<file path="src/rtl/soc_health_monitor.sv">
// soc_health_monitor: run-health checker for the RV32IM SoC.
// Watches NUM_CH value channels for progress, flags per-channel stalls,
// enforces a global run timeout and latches a PASS/FAIL/TIMEOUT verdict.
// Optional feature macro: HEALTH_MON_SNAPSHOT_EN. When it is defined,
// channel values are captured on entry to a verdict. Otherwise snap_val
// is tied to zero.
module soc_health_monitor #(
  parameter int unsigned NUM_CH         = 4,
  parameter int unsigned CH_W           = 32,
  parameter int unsigned STALL_CYCLES   = 1000,
  parameter int unsigned TIMEOUT_CYCLES = 1000000
) (
  input  logic                   clk,
  input  logic                   rst_n,
  input  logic                   enable,
  input  logic                   clear,
  input  logic [NUM_CH-1:0]      ch_mask,
  input  logic [NUM_CH*CH_W-1:0] ch_val,
  input  logic                   pass_req,
  output logic [2:0]             state,
  output logic [NUM_CH-1:0]      ch_alive,
  output logic [NUM_CH-1:0]      ch_stalled,
  output logic [31:0]            cycle_count,
  output logic [NUM_CH*CH_W-1:0] snap_val
);

  typedef enum logic [2:0] {
    S_IDLE    = 3'd0,
    S_RUN     = 3'd1,
    S_PASS    = 3'd2,
    S_FAIL    = 3'd3,
    S_TIMEOUT = 3'd4
  } state_t;

  localparam int unsigned   SC_W        = $clog2(STALL_CYCLES + 1);
  localparam logic [SC_W-1:0] STALL_MAX = SC_W'(STALL_CYCLES);
  localparam logic [SC_W-1:0] STALL_PRE = SC_W'(STALL_CYCLES - 1);
  localparam logic [31:0]   TIMEOUT_VAL = 32'(TIMEOUT_CYCLES);

  state_t state_q, state_d;

  logic [NUM_CH-1:0][CH_W-1:0] ch_arr;
  logic [NUM_CH-1:0][CH_W-1:0] prev_q;
  logic [NUM_CH-1:0][SC_W-1:0] stall_cnt_q;
  logic [NUM_CH-1:0]           alive_q;
  logic [NUM_CH-1:0]           stalled_q;
  logic [31:0]                 cycle_q;

  logic [NUM_CH-1:0] ch_change;
  logic [NUM_CH-1:0] stall_hit;
  logic              fail_cond;
  logic              timeout_cond;
  logic              arm;
  logic              run_step;
  logic              to_idle;

  // Packed 2-D view places channel i at ch_val[i*CH_W +: CH_W].
  assign ch_arr = ch_val;

  // Per-channel change detection and the stall threshold crossing.
  always_comb begin
    ch_change = '0;
    stall_hit = '0;
    for (int unsigned i = 0; i < NUM_CH; i++) begin
      ch_change[i] = (ch_arr[i] != prev_q[i]);
      stall_hit[i] = !ch_change[i] && (stall_cnt_q[i] == STALL_PRE);
    end
  end

  // Verdict conditions, evaluated from registered status.
  always_comb begin
    fail_cond    = 1'b0;
    timeout_cond = 1'b0;
    fail_cond    = (|(ch_mask & stalled_q)) || (pass_req && (|(ch_mask & ~alive_q)));
    timeout_cond = (cycle_q == TIMEOUT_VAL);
  end

  // Next-state logic and the per-edge control strobes.
  always_comb begin
    state_d  = state_q;
    if (clear) begin
      state_d = S_IDLE;
    end else begin
      unique case (state_q)
        S_IDLE: if (enable) state_d = S_RUN;
        S_RUN: begin
          if (!enable)           state_d = S_IDLE;
          else if (fail_cond)    state_d = S_FAIL;
          else if (timeout_cond) state_d = S_TIMEOUT;
          else if (pass_req)     state_d = S_PASS;
        end
        S_PASS, S_FAIL, S_TIMEOUT: if (!enable) state_d = S_IDLE;
        default: state_d = S_IDLE;
      endcase
    end
    arm      = (state_q == S_IDLE) && (state_d == S_RUN);
    // The verdict edge itself leaves status untouched, so the frozen
    // values are the ones that caused the verdict.
    run_step = (state_q == S_RUN) && (state_d == S_RUN);
    to_idle  = (state_d == S_IDLE);
  end

  // State register.
  always_ff @(posedge clk) begin
    if (!rst_n) state_q <= S_IDLE;
    else        state_q <= state_d;
  end

  // Sticky status and the saturating run-cycle counter.
  always_ff @(posedge clk) begin
    if (!rst_n || to_idle || arm) begin
      cycle_q   <= '0;
      alive_q   <= '0;
      stalled_q <= '0;
    end else if (run_step) begin
      if (cycle_q != '1) cycle_q <= cycle_q + 32'd1;
      alive_q   <= alive_q | ch_change;
      stalled_q <= stalled_q | stall_hit;
    end
  end

  // Previous-value tracking and per-channel unchanged-cycle counters.
  always_ff @(posedge clk) begin
    if (!rst_n || to_idle) begin
      prev_q      <= '0;
      stall_cnt_q <= '0;
    end else if (arm) begin
      prev_q      <= ch_arr;
      stall_cnt_q <= '0;
    end else if (run_step) begin
      prev_q <= ch_arr;
      for (int unsigned i = 0; i < NUM_CH; i++) begin
        if (ch_change[i])                     stall_cnt_q[i] <= '0;
        else if (stall_cnt_q[i] != STALL_MAX) stall_cnt_q[i] <= stall_cnt_q[i] + SC_W'(1);
      end
    end
  end

`ifdef HEALTH_MON_SNAPSHOT_EN
  logic [NUM_CH*CH_W-1:0] snap_q;
  logic                   enter_term;

  assign enter_term = (state_q == S_RUN) &&
                      ((state_d == S_PASS) || (state_d == S_FAIL) || (state_d == S_TIMEOUT));

  // Capture channel values on the edge that enters a verdict.
  always_ff @(posedge clk) begin
    if (!rst_n || to_idle) snap_q <= '0;
    else if (enter_term)   snap_q <= ch_val;
  end

  assign snap_val = snap_q;
`else
  assign snap_val = '0;
`endif

  assign state       = state_q;
  assign ch_alive    = alive_q;
  assign ch_stalled  = stalled_q;
  assign cycle_count = cycle_q;

endmodule

</file>
<file path="config.mk">
export PLATFORM = sky130hd
export DESIGN_NAME = soc_health_monitor
export DESIGN_NICKNAME = d
export VERILOG_FILES = /design/src/rtl/soc_health_monitor.sv
export SDC_FILE = /design/constraint.sdc
export NUM_CORES = 1
export LEC_CHECK = 0
export CAP_MARGIN = 40
export CELL_PAD_IN_SITES_DETAIL_PLACEMENT = 1
export CELL_PAD_IN_SITES_GLOBAL_PLACEMENT = 2
export CORE_MARGIN = 1.5
export CORE_UTILIZATION = 31
export DETAILED_ROUTE_END_ITERATION = 10
export HOLD_SLACK_MARGIN = 0.12
export PLACE_DENSITY = 0.89
export RECOVER_POWER = 100
export SYNTH_ARGS = -nofsm -noshare
export SYNTH_HDL_FRONTEND = slang
export SYNTH_SLANG_ARGS = --single-unit
export TNS_END_PERCENT = 100
</file>
<file path="constraint.sdc">
create_clock -name clk -period 6.1 [get_ports clk]
set_input_delay 0.915 -clock clk [delete_from_list [all_inputs] [get_ports clk]]
set_output_delay 0.915 -clock clk [all_outputs]
set_load 0.02 [all_outputs]
</file>
==> results.sh <==
export IMPL_status="finished, violations left"
export IMPL_violations="max-capacitance violations, max-slew violations"
export IMPL_grt_pass1_vias=10300
export IMPL_remaining_drc_errors=0
export IMPL_cts_tree="done"
export IMPL_grt_max_degree=78
export IMPL_viasPerCell=4.72
export IMPL_die_height_um=200
export IMPL_syn_inst=1410
export IMPL_synth_cell_type_count=70
export IMPL_num_rows=72
export IMPL_cts_setup_buffers=0
export IMPL_drt_iter0_drc=390
export IMPL_hold_viol=0
export IMPL_cts_hold_buf=0
export IMPL_layout_common_cells="316 x nand2_1, 211 x dfxtp_1, 135 x clkdlybuf4s50_1"
export IMPL_cp_required_ns=6.52
export IMPL_synth_area_sq_mm=0.0121
export IMPL_instances_no_fill=2106
export IMPL_slew_violations=33
export IMPL_fmax_mhz=238
export IMPL_die_w_um=200
export IMPL_root_buffer="clkbuf_16"
export IMPL_p_int_mw=2.59
export IMPL_drt_pass1_iterations=4
export IMPL_area_delta_synth_final_pct=19.2
export IMPL_post_cts_resized=0
export IMPL_layout_nets=1716
export IMPL_p_leak_nw=4.95
export IMPL_powerDensity_mw_per_mm2=237
export IMPL_grt_overflow=0
export IMPL_gp_congestion=0.791
export IMPL_rsz0062_at_grt="false"
export IMPL_synth_async_sr_flop_share_pct=0
export IMPL_dp_slack_ns=2.04
export IMPL_grt_pass1_wl_um=52200
export IMPL_grt_util_all_layers_pct=15.4
export IMPL_dp_cells=2058
export IMPL_port_buffers=179
export IMPL_drive_gt1_share_pct=11.5
export IMPL_synth_edff_count=0
export IMPL_io_pins=308
export IMPL_cpPeakStageDelay_ns=0.94
export IMPL_pwr_share_seq_pct=40.9
export IMPL_n_antenna_cell=0
export IMPL_endpoint_kind="flop"
export IMPL_vias=9942
export IMPL_dieArea_sq_mm=0.0402
export IMPL_worst_pin_slew_ns=1.76
export IMPL_ys_seq_area_share_pct=35.0
export IMPL_ys_ff_latch=211
export IMPL_fin_crit_ns=4.20
export IMPL_cp_arrival_ns=4.62
export IMPL_switching_power_uw=821
export IMPL_syn_mean_instance_area_sq_um=8.57
export IMPL_antenna_found_initial=0
export IMPL_routedWlPerCell_um=15.0
export IMPL_layout_commonest_cell="nand2_1"
export IMPL_cpMostUsedCell="nor2b_1"
export IMPL_pwr_share_comb_pct=9.7
export IMPL_crit_type="in2reg"
export IMPL_cap_viol_max_count=1
export IMPL_fill_cells=4632
export IMPL_cts_sinks=211
export IMPL_fp_coreArea_sq_mm=0.0386
export IMPL_cp_top_family="simple AND/OR/NAND/NOR gates"
export IMPL_hpwlAfterDp_um=22400
export IMPL_crit_buf_inv=2
export IMPL_ant_nets=0
export IMPL_synth_ff_type="dfxtp_1"
export IMPL_placed_cell_area_sq_mm=0.0137
export IMPL_clk_latency_ns=0.52
export IMPL_cts_buffer_depth=3
export IMPL_cts_buffers=27
export IMPL_setup_viol_count_final=0
export IMPL_path_max_fanout=32
export IMPL_path_clk_slew_ns=0.06
export IMPL_p_clk_share_pct=49.4
export IMPL_finalCritPeriodShare_pct=68.8
export IMPL_start_util_pct=31.3
export IMPL_ys_warnings_count=0
export IMPL_worstSetupStartpointType="input port"
export IMPL_setup_tns_ns=0
export IMPL_setup_slack_ns=1.90
export IMPL_slowest_stage="nor3_1"
export IMPL_routed_wl_um=31600
export IMPL_hold_path_class="reg2reg"
export IMPL_ir_worst_vdd_uv=165
export IMPL_relSlewSlack_pct=-17.3
export IMPL_h_tree_depth=1
export IMPL_finClkSkew_ns=0.0164
export IMPL_cp_cell_sequence="dlygate4sd3_1 > nor2b_1 > nor2b_1 > o2111ai_4 > clkbuf_1 > nor3_1 > nand2_1 > o41ai_1"
export IMPL_sw_frac_of_total_pct=24.1
export IMPL_final_cell_area_sq_mm=0.0144
[cells by family (layout without fill, tap and decap cells)]
kind of cell	after synthesis	after routing	share of synthesized area (%)
flip-flops	211	211	35.0
other	1	128	0.0310
AND/OR/NAND/NOR	585	585	24.9
AO/OA/AOI/OAI	233	233	14.8
XOR/XNOR	156	156	11.3
adder cells (fa/ha/maj)	10	10	1.04
buffers and inverters	214	265	12.9
[area by class of cell]
| class | count | area (sq um) | area share [%] |
|---|---|---|---|
| sequential | 211 | 4220 | 29.3 |
| clock inverter | 10 | 150 | 1.04 |
| inverter | 20 | 75.1 | 0.521 |
| tap | 518 | 648 | 4.50 |
| multi-input combinational | 1112 | 6530 | 45.3 |
| timing repair buffer | 197 | 1980 | 13.7 |
| clock buffer | 38 | 797 | 5.53 |
[power groups by stage]
| stage | Combinational, mW | Clock [mW] | Sequential, mW |
|---|---|---|---|
| floorplan | 0.275 | 0 | 1.43 |
| global placement | 0.332 | 0 | 1.43 |
| detailed placement | 0.339 | 0 | 1.43 |
| CTS | 0.341 | 1.75 | 1.40 |
| global route | 0.358 | 1.80 | 1.40 |
| finish | 0.331 | 1.69 | 1.40 |
[flip-flops by register name, summed over array words and instances, names as in the netlist]
register,cells
prev_q,128
ch_stalled,4
cycle_count,32
state,3
stall_cnt_q,40
ch_alive,4
[worst paths after layout]
kind	cells after the start	start	to	slack, ns
hold reg to reg	2	prev_q[82]	prev_q[82]	0.47
setup / recovery	8	enable	stall_cnt_q[29]	1.90
setup reg to reg	9	cycle_count[0]	stall_cnt_q[24]	1.95
hold / removal	2	prev_q[82]	prev_q[82]	0.47
[synth_stat cells (14+ instances only)]
library cell | instances | area share, %
a21oi_1 | 49 | 2.0
a21oi_2 | 100 | 7.2
and3_1 | 15 | 0.78
buf_4 | 129 | 8.0
clkbuf_1 | 31 | 0.96
dfxtp_1 | 211 | 35
inv_1 | 20 | 0.62
nand2_1 | 220 | 6.8
nand2_2 | 100 | 5.2
nand3_1 | 27 | 1.1
nand4_1 | 44 | 2.3
nor2_1 | 49 | 1.5
nor3_1 | 24 | 0.99
nor4_1 | 37 | 1.9
o21a_1 | 14 | 0.87
o21ai_0 | 14 | 0.58
xnor2_1 | 81 | 5.9
xor2_1 | 75 | 5.4
[stage by stage]
| step | power [mW] | util (%) | hold WS (ns) |
|---|---|---|---|
| after global placement | 1.76 | 35.5 | 0.453 |
| after detailed placement | 1.77 | 35.7 | 0.459 |
| after global routing | 3.56 | 37.4 | 0.482 |
| final | 3.41 | 37.4 | 0.467 |
| after floorplan | 1.70 | - | 0.434 |
| after CTS | 3.48 | 38.1 | 0.467 |
[layer usage]
layer / wire (um) / GRT usage, %
met3: 1670 / 3.62
met5: 0 / 0
met2: 15700 / 27.9
met1: 13700 / 18.5
met4: 457 / 2.93
[tightest hold or removal path, delay by kind of cell (launching register included)]
family           cells  cell delay [ns]
flip-flops           1             0.31
AND/OR/NAND/NOR      1             0.05
AO/OA/AOI/OAI        1             0.05
Power figures use the tool's default switching activity.
